<file path="config.mk">
export PLATFORM = sky130hd
export DESIGN_NAME = led_chase_arena
export DESIGN_NICKNAME = d
export VERILOG_FILES = /design/src/rtl/led_arena_pkg.sv /design/src/rtl/led_chase_arena_tick.sv /design/src/rtl/led_chase_arena.sv
export SDC_FILE = /design/constraint.sdc
export NUM_CORES = 1
export LEC_CHECK = 0
export CORE_ASPECT_RATIO = 1.25
export CORE_MARGIN = 5
export CORE_UTILIZATION = 58
export CTS_CLUSTER_DIAMETER = 40
export CTS_CLUSTER_SIZE = 25
export DETAILED_ROUTE_END_ITERATION = 10
export GPL_ROUTABILITY_DRIVEN = 0
export PLACE_DENSITY = 0.81
export SLEW_MARGIN = 25
export SYNTH_ARGS = -nofsm -noshare
export SYNTH_HDL_FRONTEND = slang
export SYNTH_HIERARCHICAL = 1
export SYNTH_SLANG_ARGS = --single-unit
</file>
<file path="constraint.sdc">
create_clock -name clk -period 3.5 [get_ports clk]
set_clock_uncertainty 0.05 [all_clocks]
set_input_delay 0.525 -clock clk [delete_from_list [all_inputs] [get_ports clk]]
set_output_delay 0.525 -clock clk [all_outputs]
set_load 0.005 [all_outputs]
</file>
<file path="src/rtl/led_arena_pkg.sv">
// led_arena_pkg: shared direction type and LED mask helpers.
// Masks are built MASK_W wide; callers size-cast to their bar width.
package led_arena_pkg;

    localparam int MASK_W = 64;

    typedef enum logic {
        DIR_DN = 1'b0,
        DIR_UP = 1'b1
    } dir_t;

    function automatic logic [MASK_W-1:0] onehot(
        input int unsigned idx
    );
        return MASK_W'(1) << idx;
    endfunction

    // Solid run of 2*half+1 ones centred on c (c >= half assumed).
    function automatic logic [MASK_W-1:0] block_mask(
        input int unsigned c,
        input int unsigned half
    );
        logic [MASK_W-1:0] run;
        run = (MASK_W'(1) << (2 * half + 1)) - MASK_W'(1);
        return run << (c - half);
    endfunction

endpackage

</file>
<file path="src/rtl/led_chase_arena_tick.sv">
// led_tick_gen: free-running prescaler producing 1-clk fast/slow enables.
// slow_tick is a subset of fast_tick because both test all-ones low bits.
module led_tick_gen
    import led_arena_pkg::*;
#(
    parameter int FAST_LOG2 = 23,
    parameter int SLOW_LOG2 = 25
) (
    input  logic clk,
    input  logic rst,
    output logic fast_tick,
    output logic slow_tick
);

    logic [SLOW_LOG2-1:0] pre;

    // prescaler counts every clk, independent of run/freeze state
    always_ff @(posedge clk or posedge rst) begin
        if (rst) begin
            pre <= '0;
        end else begin
            pre <= pre + SLOW_LOG2'(1);
        end
    end

    assign fast_tick = &pre[FAST_LOG2-1:0];
    assign slow_tick = &pre;

endmodule

</file>
<file path="src/rtl/led_chase_arena.sv">
// led_chase_arena: bouncing centre block plus two chaser dots on an LED bar.
// Positions compare in one extra bit so edge arithmetic never wraps.
module led_chase_arena
    import led_arena_pkg::*;
#(
    parameter int N_LED     = 16,
    parameter int BLK_HALF  = 1,
    parameter int BLK_MIN   = 5,
    parameter int BLK_MAX   = 10,
    parameter int FAST_LOG2 = 23,
    parameter int SLOW_LOG2 = 25,
    parameter int CNT_W     = 8
) (
    input  logic                     clk,
    input  logic                     rst,
    input  logic                     en,
    input  logic                     speed,
    input  logic                     step,
    output logic [N_LED-1:0]         led,
    output logic [$clog2(N_LED)-1:0] blk_pos,
    output logic [CNT_W-1:0]         bounce_cnt
);

    localparam int PW = $clog2(N_LED);

    typedef logic [PW:0] wide_t;

    localparam wide_t ONE   = wide_t'(1);
    localparam wide_t SPAN  = wide_t'(BLK_HALF + 1);
    localparam wide_t TOP   = wide_t'(N_LED - 1);
    localparam wide_t C_MIN = wide_t'(BLK_MIN);
    localparam wide_t C_MAX = wide_t'(BLK_MAX);

    if (!((BLK_MIN - BLK_HALF - 1 >= 1)
          && (BLK_MAX + BLK_HALF + 1 <= N_LED - 2)
          && (BLK_MIN < BLK_MAX)
          && (N_LED <= MASK_W)
          && (FAST_LOG2 >= 1)
          && (SLOW_LOG2 > FAST_LOG2)
          && (CNT_W >= 1))) begin : g_bad_cfg
        $error("led_chase_arena: illegal parameter set");
    end

    logic          fast_tick;
    logic          slow_tick;
    logic          step_q;
    logic          step_rise;
    logic          adv_blk;
    logic          adv_ch;
    logic [PW-1:0] c_q;
    logic [PW-1:0] l_q;
    logic [PW-1:0] r_q;
    dir_t          c_dir;
    dir_t          l_dir;
    dir_t          r_dir;
    wide_t         c_w;
    wide_t         l_w;
    wide_t         r_w;
    logic          c_at_max;
    logic          c_at_min;
    logic          l_hit;
    logic          l_end;
    logic          r_hit;
    logic          r_end;
    logic          l_bounce;
    logic          r_bounce;
    logic [CNT_W:0] cnt_sum;
    logic [CNT_W-1:0] cnt_q;

    led_tick_gen #(
        .FAST_LOG2 (FAST_LOG2),
        .SLOW_LOG2 (SLOW_LOG2)
    ) u_tick (
        .clk       (clk),
        .rst       (rst),
        .fast_tick (fast_tick),
        .slow_tick (slow_tick)
    );

    assign step_rise = step & ~step_q;

    // speed picks which object rides the fast tick; step only when frozen
    assign adv_blk = en ? (speed ? slow_tick : fast_tick) : step_rise;
    assign adv_ch  = en ? (speed ? fast_tick : slow_tick) : step_rise;

    assign c_w = {1'b0, c_q};
    assign l_w = {1'b0, l_q};
    assign r_w = {1'b0, r_q};

    assign c_at_max = (c_w >= C_MAX);
    assign c_at_min = (c_w <= C_MIN);
    assign l_hit    = (l_w <= c_w + SPAN);
    assign l_end    = (l_w == TOP);
    assign r_hit    = (r_w + SPAN >= c_w);
    assign r_end    = (r_w == '0);

    assign l_bounce = adv_ch & l_hit;
    assign r_bounce = adv_ch & r_hit;

    // step edge detector; runs regardless of en
    always_ff @(posedge clk or posedge rst) begin
        if (rst) begin
            step_q <= 1'b0;
        end else begin
            step_q <= step;
        end
    end

    // block centre bounces between its two centre limits
    always_ff @(posedge clk or posedge rst) begin
        if (rst) begin
            c_q   <= PW'(BLK_MAX);
            c_dir <= DIR_DN;
        end else if (adv_blk) begin
            unique case (1'b1)
                c_at_max: begin
                    c_dir <= DIR_DN;
                    c_q   <= PW'(c_w - ONE);
                end
                c_at_min: begin
                    c_dir <= DIR_UP;
                    c_q   <= PW'(c_w + ONE);
                end
                default: begin
                    c_q <= (c_dir == DIR_UP)
                         ? PW'(c_w + ONE)
                         : PW'(c_w - ONE);
                end
            endcase
        end
    end

    // left chaser bounces between the top bar end and the block's upper edge
    always_ff @(posedge clk or posedge rst) begin
        if (rst) begin
            l_q   <= PW'(N_LED - 1);
            l_dir <= DIR_DN;
        end else if (adv_ch) begin
            unique case (1'b1)
                l_hit: begin
                    l_dir <= DIR_UP;
                    l_q   <= PW'(l_w + ONE);
                end
                l_end: begin
                    l_dir <= DIR_DN;
                    l_q   <= PW'(l_w - ONE);
                end
                default: begin
                    l_q <= (l_dir == DIR_UP)
                         ? PW'(l_w + ONE)
                         : PW'(l_w - ONE);
                end
            endcase
        end
    end

    // right chaser bounces between bit 0 and the block's lower edge
    always_ff @(posedge clk or posedge rst) begin
        if (rst) begin
            r_q   <= '0;
            r_dir <= DIR_UP;
        end else if (adv_ch) begin
            unique case (1'b1)
                r_hit: begin
                    r_dir <= DIR_DN;
                    r_q   <= PW'(r_w - ONE);
                end
                r_end: begin
                    r_dir <= DIR_UP;
                    r_q   <= PW'(r_w + ONE);
                end
                default: begin
                    r_q <= (r_dir == DIR_UP)
                         ? PW'(r_w + ONE)
                         : PW'(r_w - ONE);
                end
            endcase
        end
    end

    assign cnt_sum = {1'b0, cnt_q}
                   + (CNT_W + 1)'(l_bounce)
                   + (CNT_W + 1)'(r_bounce);

    // saturating bounce counter; a carry into the top bit means overflow
    always_ff @(posedge clk or posedge rst) begin
        if (rst) begin
            cnt_q <= '0;
        end else if (cnt_sum[CNT_W]) begin
            cnt_q <= '1;
        end else begin
            cnt_q <= cnt_sum[CNT_W-1:0];
        end
    end

    assign led = N_LED'(onehot(32'(l_q))
                      | onehot(32'(r_q))
                      | block_mask(32'(c_q), BLK_HALF));

    assign blk_pos    = c_q;
    assign bounce_cnt = cnt_q;

endmodule

</file>
==> metrics.md, run 1 <==
| Metric | Value |
|---|---|
| GR Util All Layers | `20.7%` |
| Synth async-reset ratio | `100%` |
| Clock Path Buffers | `2` |
| Starting Density | `59.6%` |
| Sink Count | `between 40 and 50` |
| Total of fill cells in the finished design | `458` |
| Data arrival, critical path | `3.48 ns` |
| Layout area overhead | `16.7%` |
| # port buffers | `32` |
| Slowest stage delay, CP | `0.42 ns` |
| IO Count | `33` |
| Routed vias/inst | `5.86` |
| Final period util | `95.4%` |
| Row cnt | `31` |
| Post-synthesis sequential area ratio | `35.8%` |
| Vias in the first global route | `2788` |
| Setup crit start kind | `register` |
| CP top delay family | `simple AND/OR/NAND/NOR gates` |
| DIE HEIGHT | `96.2 um` |
| Crit path max-delay cell type | `dfrtp_1` |
| H-tree depth | `2` |
| Power, Total | `3.57 mW` |
| CTS clk-pin slew, worst paths | `0.08 ns` |
| WS Path Type | `reg2reg` |
| CP most frequent cell | `nand3_1` |
| Measured slew at the worst slew-check pin | `0.895 ns` |
| Synthesized net count | `401` |
| Detailed Place HPWL | `approximately 5700 um` |
| Int Pwr | `2.05 mW` |
| Largest net degree at the start of global routing | `26` |
| Clk pwr share | `~8.9%` |
| Clock latency on the worst-skew pair | `0.30 ns` |
| Yosys cell types | `between 60 and 70` |
| Post-synth top cells | `42 x dfrtp_1, 38 x nand2_1, 34 x ha_1, 27 x xnor2_1, 21 x inv_1` |
| Largest cells by area after synthesis | `dfrtp_1 31%, ha_1 12%, xnor2_1 6.9%` |
| Top-area cell type share of the netlist area | `between 30% and 40%` |
| Max-Cap Viols | `0` |
| Ant. Diodes | `0` |
| Ratio of cells with drive above 1 in the final layout | `13.6%` |
| Cell taking the most area after synthesis | `dfrtp_1` |
| Sequential share of power | `25.5%` |
| Post-layout nets | `approximately 440` |
| Drt pass-1 iters | `5` |
| Worst VDD drop | `0.000372 V` |
| Worst EP required | `3.64 ns` |
| Die ar. | `7590 um2` |
| Crit end category | `register` |
| EDFF count, synth | `0` |
| PwrDens | `slightly below 900 nW/um2` |
| TritonCTS clock tree | `built` |
| Std-Cell Core Area | `5780 um2` |
| Slew Viols, Final | `0` |
| Status | `finished, final reports clean` |
| WHS | `between 0.4 and 0.5 ns` |
| CP max FO | `6` |
| First-pass GRT wire length | `12600 um` |
| Routed vias | `around 2800` |
| Static leakage | `roughly 1.9 nW` |
| Synthesized area per cell | `approximately 9.5 um2` |
| Hold WC Path Type | `reg2reg` |
| Most used DFF post-synth | `dfrtp_1` |
| Reg2Reg Setup Slack | `0.16 ns` |
| WP depth | `14` |
| Minimum clock period after layout | `3.34 ns` |
| R2r worst-path depth | `14` |
| Post-Route WL | `7330 um` |
| Hold Path Cell Cnt | `1` |
| Synth warnings | `6` |
| Fin. Hold Viols | `0` |
| Worst-path cell chain | `ha_4 -> and4_4 -> and4bb_4 -> nand3_1 -> nor2_2 -> mux2_4 -> a21oi_2 -> or2_2 -> fa_1 -> inv_1 -> and3_4 -> nand3_1 -> nor2_1 -> mux2_2` |
| Max frequency | `300 MHz` |
| CP bufs+invs | `1` |
| Net Sw Power | `between 1.5 and 2 mW` |
| DRC | `0` |
| Wire per inst | `15.6 um` |
| Die W | `roughly 79 um` |
| Synth Register Bits | `49` |
| Mapped Cells | `361` |
| Fin cells | `471` |
| Root buf cell | `clkbuf_8` |
| Most frequent cell after synthesis | `dfrtp_1` |
| Number of buffers created by CTS | `5` |
| Synthesized area | `3450 um2` |
| Slew HR | `40.2%` |
| Net Sw Frac | `42.6%` |
| Antenna violations before repair | `0` |
| Placed insts | `460` |
| Antenna-violating nets left | `0` |
| Logic pwr share | `about 66%` |
| Iter 0 DRT Violations | `between 100 and 150` |
| Setup-failing EPs final | `0` |
| GRT overflow | `0` |
[power groups by stage]
stage	clock, mW	sequential (mW)	combinational, mW
after floorplan	0	0.846	1.41
after global placement	0	0.904	2.22
after detailed placement	0	0.913	2.29
after CTS	0.332	0.902	2.29
after global routing	0.361	0.940	2.59
final	0.317	0.910	2.34
[sequential cells by signal, indices dropped and copies added, names as in the netlist, 4 cells and up]
signal	flops
blk_pos	4
r_q	4
l_q	4
bounce_cnt	8
u_tick/pre	25
[metrics by stage]
| step | utilization (%) | area (um2) | setup TNS [ns] | setup WS, ns |
|---|---|---|---|---|
| 6_report | 69.6 | 4020 | 0 | 0.162 |
| 5_1_grt | 69.6 | 4020 | -0.0160 | -0.0160 |
| 4_1_cts | 68.4 | 3950 | 0 | 0.0432 |
| 3_5_place_dp | 67.0 | 3870 | 0 | 0.108 |
| 3_3_place_gp | 67.0 | 3870 | 0 | 0.241 |
| 2_1_floorplan | - | 3450 | 0 | 0.310 |
[kinds of logic after synthesis]
kind of cell               after synthesis  synth area share, %
AOI/OAI and AO/OA                       65                 13.4
xor gates and xnor gates                40                 10.2
adders and majority gates               35                 12.9
buffers and inverters                   32                 4.21
DFF                                     49                 35.8
muxes                                   11                 3.45
and+or+nand+nor                        129                 20.0
[layer usage]
| metal | track usage, % | vias to the layer above | share of wire, % |
|---|---|---|---|
| li1 | - | 1358 | - |
| met1 | 24.0 | 1332 | 42 |
| met2 | 38.3 | 54 | 53 |
| met3 | 2.62 | 17 | 2.6 |
| met4 | 9.03 | 0 | 2.4 |
| met5 | 0 | - | 0 |
[area by class of cell]
type	count	area, um2	area share (%)
Tap cell	66	82.6	2.05
Clock inverter	2	10.0	0.249
Clock buffer	6	72.6	1.80
Multi-Input combinational cell	280	2110	52.5
Inverter	23	91.3	2.27
Timing Repair Buffer	45	418	10.4
Sequential cell	49	1240	30.7
[cell usage in the layout, fill, tap and decap left out, types with 3 or more instances in the layout]
cell type / n
xor2_1: 12
and2_1: 4
buf_4: 13
nand2_1: 38
nand4_1: 6
nand2b_1: 8
and3_1: 6
dfrtp_1: 41
nor2_1: 19
a21oi_1: 10
mux2_2: 3
a21o_1: 3
inv_1: 20
a22oi_1: 9
clkdlybuf4s50_1: 32
o31ai_1: 3
dfstp_2: 7
nor2b_1: 4
mux2i_1: 7
clkbuf_8: 5
xnor2_1: 26
a32oi_1: 3
nand3_1: 18
nor3_1: 7
o21ai_0: 13
ha_1: 32
o22ai_1: 3
[final timing paths]
kind | start | to
worst max register to register | u_tick/pre[0] | bounce_cnt[7]
worst min-delay path | u_tick/pre[13] | u_tick/pre[13]
max in group asynchronous | rst | u_tick/pre[5]
min in group asynchronous | rst | l_dir
worst min register to register | u_tick/pre[13] | u_tick/pre[13]
worst max-delay path | u_tick/pre[0] | bounce_cnt[7]
[worst reg2reg max path, cell delays in order, from the launching register on]
cell and delay (ns):
dfrtp_1 0.42, ha_4 0.18, and4_4 0.24, and4bb_4 0.29, nand3_1 0.13, nor2_2 0.15, mux2_4 0.16, a21oi_2 0.05
or2_2 0.33, fa_1 0.36, inv_1 0.09, and3_4 0.18, nand3_1 0.11, nor2_1 0.15, mux2_2 0.34
[repair_timing]
item,4_1_cts,5_1_grt
hold buffers,0,0
buffers inserted,0,3
gates resized for setup,0,11
setup endpoints to repair,0,12
Note: power is estimated with default switching activity, not from simulation.
==> run 2: changes to the inputs <==
--- a/config.mk
+++ b/config.mk
@@ -7,12 +7,13 @@
 export LEC_CHECK = 0
 export CORE_ASPECT_RATIO = 1.25
 export CORE_MARGIN = 5
-export CORE_UTILIZATION = 58
+export CORE_UTILIZATION = 64
 export CTS_CLUSTER_DIAMETER = 40
 export CTS_CLUSTER_SIZE = 25
 export DETAILED_ROUTE_END_ITERATION = 10
+export DONT_BUFFER_PORTS = 1
 export GPL_ROUTABILITY_DRIVEN = 0
-export PLACE_DENSITY = 0.81
+export PLACE_DENSITY = 0.8
 export SLEW_MARGIN = 25
 export SYNTH_ARGS = -nofsm -noshare
 export SYNTH_HDL_FRONTEND = slang
==> run 2 against run 1 <==
- first-iteration DRC count down 10%
- worst hold slack worse by 0.33 ns
- total power down 14%
- critical path type unchanged
- largest power group unchanged
- flip-flop and latch count is the same
==> metrics.md, run 2 (same netlist as run 1, synthesis figures left out) <==
| Metric | Value |
|---|---|
| Status | `finished, final reports clean` |
| Final period util | `95.1%` |
| Area post-placement | `3540 um2` |
| CP max FO | `6` |
| Iter 0 DRT Violations | `128` |
| Setup TNS | `0 ns` |
| PwrDens | `841 nW/um2` |
| RR Endpoint | `bounce_cnt[7]` |
| Post-layout nets | `412` |
| Wire per inst | `roughly 17 um` |
| Power, Total | `3.09 mW` |
| Antenna-violating nets left | `0` |
| Routed vias/inst | `6.14` |
| WHS | `0.0964 ns` |
| GR Util All Layers | `21.6%` |
| GRT overflow | `0` |
| Hold buffers post-CTS | `0` |
| Post-route design area | `3670 um2` |
| Antenna violations before repair | `0` |
| Number of buffers created by CTS | `5` |
| Fin cells | `435` |
| Worst VDD drop | `approximately 0.00033 V` |
| Largest net degree at the start of global routing | `26` |
| Commonest non-fill, non-tap cells in the layout | `41 x dfrtp_1, 38 x nand2_1, 33 x ha_1` |
| Starting Density | `66.9%` |
| Max reg flops | `25` |
| IO Count | `33` |
| Sink Count | `49` |
| WS Path Type | `reg2reg` |
| Crit. Startpoint | `u_tick/pre[0]` |
| Row cnt | `29` |
| Clock Path Buffers | `2` |
| Setup crit start kind | `register` |
| Data arrival, critical path | `roughly 3.5 ns` |
| Reg with most FFs | `u_tick/pre` |
| Fin. Hold Viols | `0` |
| CTS clk-pin slew, worst paths | `0.09 ns` |
| Routed vias | `~2700` |
| Reg-to-Reg Start | `u_tick/pre[0]` |
| Clock latency on the worst-skew pair | `0.29 ns` |
| Std-Cell Core Area | `slightly above 5000 um2` |
| Placed insts | `423` |
| Max-Cap Viols | `0` |
| Minimum clock period after layout | `3.33 ns` |
| Post-Route WL | `7240 um` |
| Die ar. | `slightly below 7000 um2` |
| R2r worst-path depth | `14` |
| Ratio of cells with drive above 1 in the final layout | `13.1%` |
| Reg2Reg Setup Slack | `between 0.15 and 0.2 ns` |
| Drt pass-1 iters | `5` |
| Die W | `about 76 um` |
| H-tree depth | `2` |
| Setup-failing EPs final | `0` |
| Worst EP required | `3.64 ns` |
| Vias in the first global route | `between 2000 and 3000` |
| Slew Viols, Final | `0` |
| # port buffers | `0` |
| Hold WC Path Type | `in2async` |
| Layout area overhead | `6.54%` |
| First-pass GRT wire length | `11800 um` |
| DIE HEIGHT | `about 90 um` |
| Slew HR | `40.3%` |
| TritonCTS clock tree | `built` |
| Detailed Place HPWL | `about 5500 um` |
| Max frequency | `300 MHz` |
| Commonest non-fill, non-tap cell in the layout | `dfrtp_1` |
| Crit end category | `register` |
| Root buf cell | `clkbuf_8` |
| DRC | `0` |
| Ant. Diodes | `0` |
| Measured slew at the worst slew-check pin | `0.894 ns` |
| Static leakage | `1.74 nW` |
## run 2: cell type report
| class | count | area, um2 |
|---|---|---|
| Sequential cell | 49 | 1240 |
| Multi-Input combinational cell | 280 | 2070 |
| Tap cell | 62 | 77.6 |
| Timing Repair Buffer | 13 | 97.6 |
| Clock buffer | 7 | 86.3 |
| Clock inverter | 1 | 7.51 |
| Inverter | 23 | 91.3 |
| Fill cell | 412 | 1480 |
## run 2: metal layers
layer	GRT usage, %	up-vias	wire (um)
li1	-	1298	-
met1	26.3	1272	2950
met2	37.0	83	3780
met3	4.16	16	352
met4	7.73	0	161
met5	0	-	0
## run 2: through the flow
stage,util (%),setup slack (ns)
after floorplan,-,0.310
after global placement,68.6,0.256
after detailed placement,68.6,0.164
after CTS,70.5,0.107
after global routing,71.2,-0.0173
final,71.2,0.172
## run 2: critical path, stage by stage (launching register included)
cell and delay, ns:
dfrtp_1 0.37, ha_2 0.21, and4_1 0.25, and4bb_4 0.29, nand3_1 0.14, nor2_2 0.15, mux2_4 0.18, a21oi_2 0.05
or2_2 0.33, fa_1 0.36, inv_1 0.07, and3_1 0.18, nand3_1 0.12, nor2_1 0.13, mux2_2 0.33
## run 2: where the power goes
| part | leakage (nW) | switching (mW) | internal [mW] | total (mW) |
|---|---|---|---|---|
| sequential | 0.610 | 0.205 | 0.710 | 0.916 |
| clock | 0.0445 | 0.178 | 0.161 | 0.339 |
| combinational | 1.08 | 1.08 | 0.753 | 1.83 |
| total | 1.74 | 1.46 | 1.62 | 3.09 |
## run 2: repair_timing
| item | CTS | global route |
|---|---|---|
| setup buffers | 0 | 4 |
| gates resized for setup | 0 | 4 |
| endpoints found under the setup margin | 0 | 7 |
## run 2: worst max path at each step
| stage | to | slack (ns) | cells past startpoint |
|---|---|---|---|
| after global routing | bounce_cnt[7] | -0.02 | 14 |
| final | bounce_cnt[7] | 0.17 | 14 |
| after CTS | bounce_cnt[7] | 0.11 | 14 |
| after floorplan | bounce_cnt[7] | 0.31 | 14 |
| after global placement | bounce_cnt[7] | 0.26 | 14 |
| after detailed placement | bounce_cnt[7] | 0.16 | 14 |
